$ cat src/rtl/activation_pipe.sv
// activation_pipe: 3-stage fixed-point activation pipeline (bypass/ReLU/ReLU6/HSigmoid/HSwish).
// All stages advance together on a single enable derived from output backpressure.
module activation_pipe #(
   parameter int N        = 16,
   parameter int FRAC     = 8,
   parameter int CHANNELS = 16,
   localparam int CW      = $clog2(CHANNELS)
) (
   input  logic                clk,
   input  logic                rst,
   input  logic                in_valid,
   output logic                in_ready,
   input  logic signed [N-1:0] in_data,
   input  logic [CW-1:0]       in_channel,
   input  logic [2:0]          in_mode,
   output logic                out_valid,
   input  logic                out_ready,
   output logic signed [N-1:0] out_data,
   output logic [CW-1:0]       out_channel,
   output logic                busy
);
   localparam int P = 2*N+4;
   localparam logic signed [N:0]   C3  = (N+1)'(3) << FRAC;
   localparam logic signed [N:0]   C6X = (N+1)'(6) << FRAC;
   localparam logic signed [N-1:0] C6  = N'(6) << FRAC;
   localparam logic signed [P-1:0] C6W = P'(6) << FRAC;
   localparam logic signed [N-1:0] SIX = N'(6);
   logic adv, v1_q, v2_q, ov_q;
   logic signed [N-1:0] x1_q, x2_q, r2_q, relu2_q, relu62_q, od_q;
   logic signed [N-1:0] r_d, relu_d, relu6_d, y_d;
   logic signed [N:0]   xp1_q, xp_d;
   logic signed [P-1:0] prod, hsw;
   logic [CW-1:0] ch1_q, ch2_q, oc_q;
   logic [2:0]    m1_q, m2_q;

   // In range iff all bits above the sign position agree with it
   function automatic logic signed [N-1:0] sat(input logic signed [P-1:0] v);
      return (&v[P-1:N-1] || ~|v[P-1:N-1]) ? v[N-1:0] : {v[P-1], {(N-1){~v[P-1]}}};
   endfunction

   always_comb begin
      xp_d    = {in_data[N-1], in_data} + C3;
      r_d     = xp1_q[N] ? '0 : (xp1_q > C6X) ? C6 : xp1_q[N-1:0];
      relu_d  = x1_q[N-1] ? '0 : x1_q;
      relu6_d = x1_q[N-1] ? '0 : (x1_q > C6) ? C6 : x1_q;
      prod    = $signed({{(P-N){x2_q[N-1]}}, x2_q}) * $signed({{(P-N){1'b0}}, r2_q});
      hsw     = prod / C6W;
      y_d     = (m2_q == 3'd1) ? relu2_q :
                (m2_q == 3'd2) ? relu62_q :
                (m2_q == 3'd3) ? r2_q / SIX :
                (m2_q == 3'd4) ? sat(hsw) : x2_q;
   end

   assign adv         = !ov_q || out_ready;
   assign in_ready    = adv;
   assign busy        = v1_q || v2_q || ov_q;
   assign out_valid   = ov_q;
   assign out_data    = od_q;
   assign out_channel = oc_q;

   always_ff @(posedge clk or negedge rst) begin
      if (!rst) begin
         v1_q     <= 1'b0;
         v2_q     <= 1'b0;
         ov_q     <= 1'b0;
         x1_q     <= '0;
         x2_q     <= '0;
         xp1_q    <= '0;
         r2_q     <= '0;
         relu2_q  <= '0;
         relu62_q <= '0;
         od_q     <= '0;
         ch1_q    <= '0;
         ch2_q    <= '0;
         oc_q     <= '0;
         m1_q     <= '0;
         m2_q     <= '0;
      end else if (adv) begin
         v1_q     <= in_valid;
         x1_q     <= in_data;
         ch1_q    <= in_channel;
         m1_q     <= in_mode;
         xp1_q    <= xp_d;
         v2_q     <= v1_q;
         x2_q     <= x1_q;
         ch2_q    <= ch1_q;
         m2_q     <= m1_q;
         r2_q     <= r_d;
         relu2_q  <= relu_d;
         relu62_q <= relu6_d;
         ov_q     <= v2_q;
         // Output registers keep their last sample across bubbles
         if (v2_q) begin
            od_q <= y_d;
            oc_q <= ch2_q;
         end
      end
   end
endmodule

$ cat config.mk
export PLATFORM = sky130hd
export DESIGN_NAME = activation_pipe
export DESIGN_NICKNAME = d
export VERILOG_FILES = /design/src/rtl/activation_pipe.sv
export SDC_FILE = /design/constraint.sdc
export NUM_CORES = 1
export LEC_CHECK = 0
export CORE_MARGIN = 2
export CORE_UTILIZATION = 55
export DETAILED_ROUTE_END_ITERATION = 16
export PLACE_DENSITY = 0.72
export RECOVER_POWER = 25
export SETUP_SLACK_MARGIN = 0.3
export SLEW_MARGIN = 30
export SYNTH_ARGS = -nofsm -noshare
export SYNTH_HDL_FRONTEND = slang
export SYNTH_SLANG_ARGS = --single-unit
$ cat constraint.sdc
create_clock -name clk -period 25 [get_ports clk]
set_input_delay 6.25 -clock clk [delete_from_list [all_inputs] [get_ports clk]]
set_output_delay 6.25 -clock clk [all_outputs]
set_load 0.02 [all_outputs]
Word-level counts from Yosys, hierarchy flattened
Cells that the tools add are included.
{ "totals": {"out_inout_bits": 23, "wordCells": 45, "regBits": 134} }
{ "op_classes": {"eq_ne": 4, "n_lt_le_gt_ge": 2, "addsub": 1, "n_mul": 1, "mux": 10, "reduce_logical": 9, "n_div": 2, "n_bitwise": 1} }
{ "ops": {"columns": ["op", "n"], "rows": [
  ["16-bit 2-to-1 mux", 7],
  ["15-bit 2-to-1 mux", 3],
  ["36-bit by 12-bit divider with 36-bit output, second input constant", 1],
  ["16-bit by 17-bit multiplier with 33-bit output", 1],
  ["21-bit AND reduction", 1],
  ["21-bit OR reduction", 1],
  ["16-bit by 11-bit adder with 17-bit output, second input constant", 1],
  ["17-bit by 12-bit greater-than comparator with 1-bit output, second input constant", 1],
  ["16-bit by 4-bit divider with 16-bit output, second input constant", 1],
  ["16-bit by 12-bit greater-than comparator with 1-bit output, second input constant", 1],
  ["3-bit by 2-bit == test with 1-bit output, second input constant", 2],
  ["1-bit logical OR", 4],
  ["3-bit by 1-bit == test with 1-bit output, second input constant", 1],
  ["3-bit == test, second input constant", 1],
  ["1-bit logical NOT", 2],
  ["2-bit AND reduction", 1],
  ["1-bit NOT", 1]
]} }

Longest topological paths before layout
{ "depth": {"ltp_word": 10, "depth_mapped": 61} }

Worst setup path after synthesis
OpenSTA, ideal clock, no wires.
{ "synth_path": {"path_type": "reg2reg", "startpoint": "reg r2_q[15]", "endpoint": "reg od_q[14] (netlist: out_data[14])", "t_arrival_ns": 13.703, "path_buffers": 9, "setup_slack_ns": 11.208, "path_stages_with_launch": 56, "period_less_slack_ns": 13.792, "path_cell_list": "dfrtp_1 -> clkbuf_1 -> clkbuf_1 -> clkbuf_1 -> clkbuf_1 -> clkbuf_1 -> nand2_1 -> fa_1 -> fa_1 -> inv_1 -> fa_1 -> fa_1 -> fa_1 -> inv_1 -> fa_1 -> inv_1 -> ha_1 -> nand2_2 -> [... 20 more ...] -> buf_4 -> nand3_2 -> or4_1 -> o311ai_1 -> mux2_2 -> and2_1 -> a32oi_1 -> nand3_1 -> ha_1 -> inv_1 -> or3_1 -> a2111oi_2 -> xor2_1 -> a31oi_1 -> o41ai_4 -> buf_6 -> nand3_1 -> a41oi_1"} }
{ "synth_via": {"elab_chain_cells": 10, "elab_cells_between_ends": 13} }
{ "synth_lines": {"columns": ["item", "line", "source"], "rows": [
  ["from (decl)", "29", "logic signed [N-1:0] x1_q, x2_q, r2_q, relu2_q, relu62_q, od_q;"],
  ["from (signal assigned)", "88", "r2_q <= r_d;"],
  ["16-bit by 17-bit multiplier with 33-bit output", "46", "prod = $signed({{(P-N){x2_q[N-1]}}, x2_q}) * $signed({{(P-N){1'b0}}, r2_q});"],
  ["36-bit by 12-bit divider with 36-bit output", "47", "hsw = prod / C6W;"],
  ["21-bit OR reduction", "38", "return (&v[P-1:N-1] || ~|v[P-1:N-1]) ? v[N-1:0] : {v[P-1], {(N-1){~v[P-1]}}};"],
  ["1-bit logical NOT", "38", null],
  ["1-bit logical OR", "38", null],
  ["16-bit 2-to-1 mux", "38", null],
  ["16-bit 2-to-1 mux", "51", "(m2_q == 3'd4) ? sat(hsw) : x2_q;"],
  ["16-bit 2-to-1 mux *", "50", "(m2_q == 3'd3) ? r2_q / SIX :"],
  ["16-bit 2-to-1 mux *", "49", "(m2_q == 3'd2) ? relu62_q :"],
  ["16-bit 2-to-1 mux *", "48", "y_d = (m2_q == 3'd1) ? relu2_q :"],
  ["to (signal assigned)", "94", "od_q <= y_d;"],
  ["to (decl)", "29", null]
]} }
Every way passes the cells marked *; elsewhere a longest branch is shown, timed or not.
A chain may end at the register's enable or synchronous reset.

Worst setup path in the final report
{ "layout_path": {"startpoint": "reg r2_q[0]", "endpoint": "reg od_q[6] (netlist: out_data[6])"} }
Same word-level chain as after synthesis.

==> out/metrics.cfg <==
[timing]
hold_violations = 0
period_needed_ps = 16120
drv_slew = 178
finalSetupViolations = 0
fin_crit_sh_pct = 64.5
finClkSkew_ps = 9.08
tns_ps = 0
fmax_mhz = 62.0
slew_headroom_pct = -190
worst-slew-pin-transition_ps = 4350
rsz0062_at_grt = false

[layout]
nFillCells = 3278
syn_to_final_growth_pct = 6.06
antennaDiodeCount = 0
final_nets = 2899
drive_gt1_share_pct = 5.93

[setup_path]
crit_path_max_incr_delay_ps = 930
critPathRequiredTime_ps = 25340
regToRegStartpoint = r2_q[0]
crit_slowest_cell = o41ai_4
worst-setup-path-type = reg -> reg
timing.rr.end = out_data[6]
cp-start-kind = flop
cp-end-kind = flop
r2r_cells = 47
crit_arrival_ps = 16460
cpMostUsedCell = fa_1
cp_max_fo = 18
rrSetupSlack_ps = 8880

[logic_synthesis]
synthCells = 2615
yosysMostFrequentCell = nand2_1
yosys.area.top_type = fa_1
synth_edf_count = 0
ys_top_cells_by_count = 481 x nand2_1, 258 x inv_1, 194 x fa_1
synth_top_area_share_pct = 18.9
ys_types = 118
synthesis.nets = 2963
synthesis.area_um2 = 20600
yosys-top-cells-area = fa_1 19%, dfrtp_1 15%, nand2_1 8.8%, ha_1 7.7%, inv_1 4.7%
avgSynthCellArea_um2 = 7.87
ys_ff_latch = 124
yosys_most_used_dff = dfrtp_1
ys_warn_count = 0
yosysSeqAreaShare_pct = 15.1
async_flop_share_pct = 100

[clock_tree]
ctsResizeCount = 0
cts_tree = done
insertion_delay_ps = 430
clock-root-buffer = clkbuf_16
htreeDepth = 4
post_cts_buffers = 0
hold_buffers = 0
clk_pin_slew_ps = 60
clockBufferDepth = 2
cts_buffers = 17
cts_sinks = 124

[floorplanning]
die_h_um = 197
initial_core_util_pct = 56.1
ios = 50
floorplan.rows = 70
core_um2 = 36700
die_x_um = 197
die-area_um2 = 39000

[hold_path]
worstHoldStart = ch1_q[3]
holdPathStages = 2
hold-path-endpoint = ch1_q[3]
hold_class = reg -> reg

[placement]
port_buffers = 49
place.gp.congestion = 0.931
dp_hpwl_um = 47500

[detailed_routing]
met1Wirelength_um = 25900
wire_per_inst_um = 20.8
route.met2.wl_um = 29300
drt-total-wl_um = 63200
via_count = 19474
top_layer_used = met4
drt_iter0_drc = 2125
vias_per_cell = 6.42
wl_met3_um = 5540
route.detailed.drc = 0
postRouteAntennaNets = 0
firstDrtPassIters = 8

[run_status]
outcome = finished, violations left
violations = capacitance limit, slew limit

[global_routing]
grt_remaining_overflow = 0
grt_pass1_wl_um = 101000
antenna_found_initial = 1
grt_pass1_vias = 19042
grt_max_degree = 82
grt_use_total_pct = 32.5

[run]
max_cap_violations = 3

[cell type report]
cell class                      instances  area [um^2]  area share (%)
Timing Repair Buffer                   74          664            3.04
Tap cell                              468          586            2.68
Clock buffer                           19          443            2.03
Sequential cell                       124         3100            14.2
Clock inverter                         13          130           0.596
Multi-Input combinational cell       2074        15900            73.0
Inverter                              260          976            4.47
[stage by stage]
| stage | hold WS [ps] | utilization [%] | area [um^2] | cells | setup slack (ps) |
|---|---|---|---|---|---|
| 6_report | 466 | 59.5 | 21800 | 3032 | 8880 |
| 5_1_grt | 491 | 59.5 | 21800 | 3032 | 7950 |
| 3_5_place_dp | 455 | 57.8 | 21200 | 3000 | 9280 |
| 2_1_floorplan | 439 | - | 20600 | 2615 | 11210 |
| 3_3_place_gp | 451 | 57.7 | 21200 | 3000 | 9690 |
| 4_1_cts | 469 | 59.3 | 21800 | 3032 | 9210 |
[flip-flops by register name, summed over array words and instances, names as in the netlist]
register,count
out_data,16
r2_q,16
x1_q,16
x2_q,16
relu2_q,15
relu62_q,15
xp1_q,9
ch1_q,4
ch2_q,4
out_channel,4
m1_q,3
m2_q,3
out_valid,1
v1_q,1
v2_q,1
[cells by family after synthesis]
kind of cell | after synthesis | share of synthesized area [%]
and+or+nand+nor | 1049 | 24.4
AOI/OAI and AO/OA | 567 | 19.6
buffers and inverters | 417 | 8.05
adders and majority gates | 324 | 26.7
DFF | 124 | 15.1
xor gates and xnor gates | 110 | 4.92
muxes | 24 | 1.20
[placed cells by master, fill, tap and decap left out, types with 23 or more instances in the layout]
master,instances
a21oi_1,125
a31oi_1,33
and2_1,129
buf_4,23
clkdlybuf4s50_1,48
dfrtp_1,123
fa_1,194
ha_1,127
inv_1,258
nand2_1,481
nand3_1,47
nor2_1,180
nor3_1,45
o21ai_0,105
xnor2_1,52
xor2_1,41
[worst max path at each step]
stage | startpoint | endpoint | slack, ps | depth (start not counted)
4_1_cts | r2_q[0] | out_data[6] | 9210 | 47
2_1_floorplan | r2_q[15] | out_data[14] | 11210 | 55
3_3_place_gp | r2_q[0] | out_data[6] | 9690 | 47
6_report | r2_q[0] | out_data[6] | 8880 | 47
5_1_grt | r2_q[0] | out_data[6] | 7950 | 47
3_5_place_dp | r2_q[0] | out_data[6] | 9280 | 47
[critical path, delay by kind of cell, from the launching register on]
family | cells | cell delay (ps)
flops | 1 | 820
mux | 2 | 660
compound gates | 15 | 4730
buf+inv | 5 | 590
simple gates | 13 | 3660
fa+ha+maj | 9 | 4160
xor+xnor | 3 | 1400
[layer usage]
| layer | up-vias | global-route usage (%) |
|---|---|---|
| met5 | - | 0 |
| met4 | 0 | 12.9 |
| met3 | 169 | 4.87 |
| met2 | 1033 | 51.5 |
| met1 | 9476 | 44.8 |
| li1 | 8796 | - |
Power is left out: the tool's default activity adds up to more than one toggle a clock period on the data nets, which glitch-free logic cannot reach.
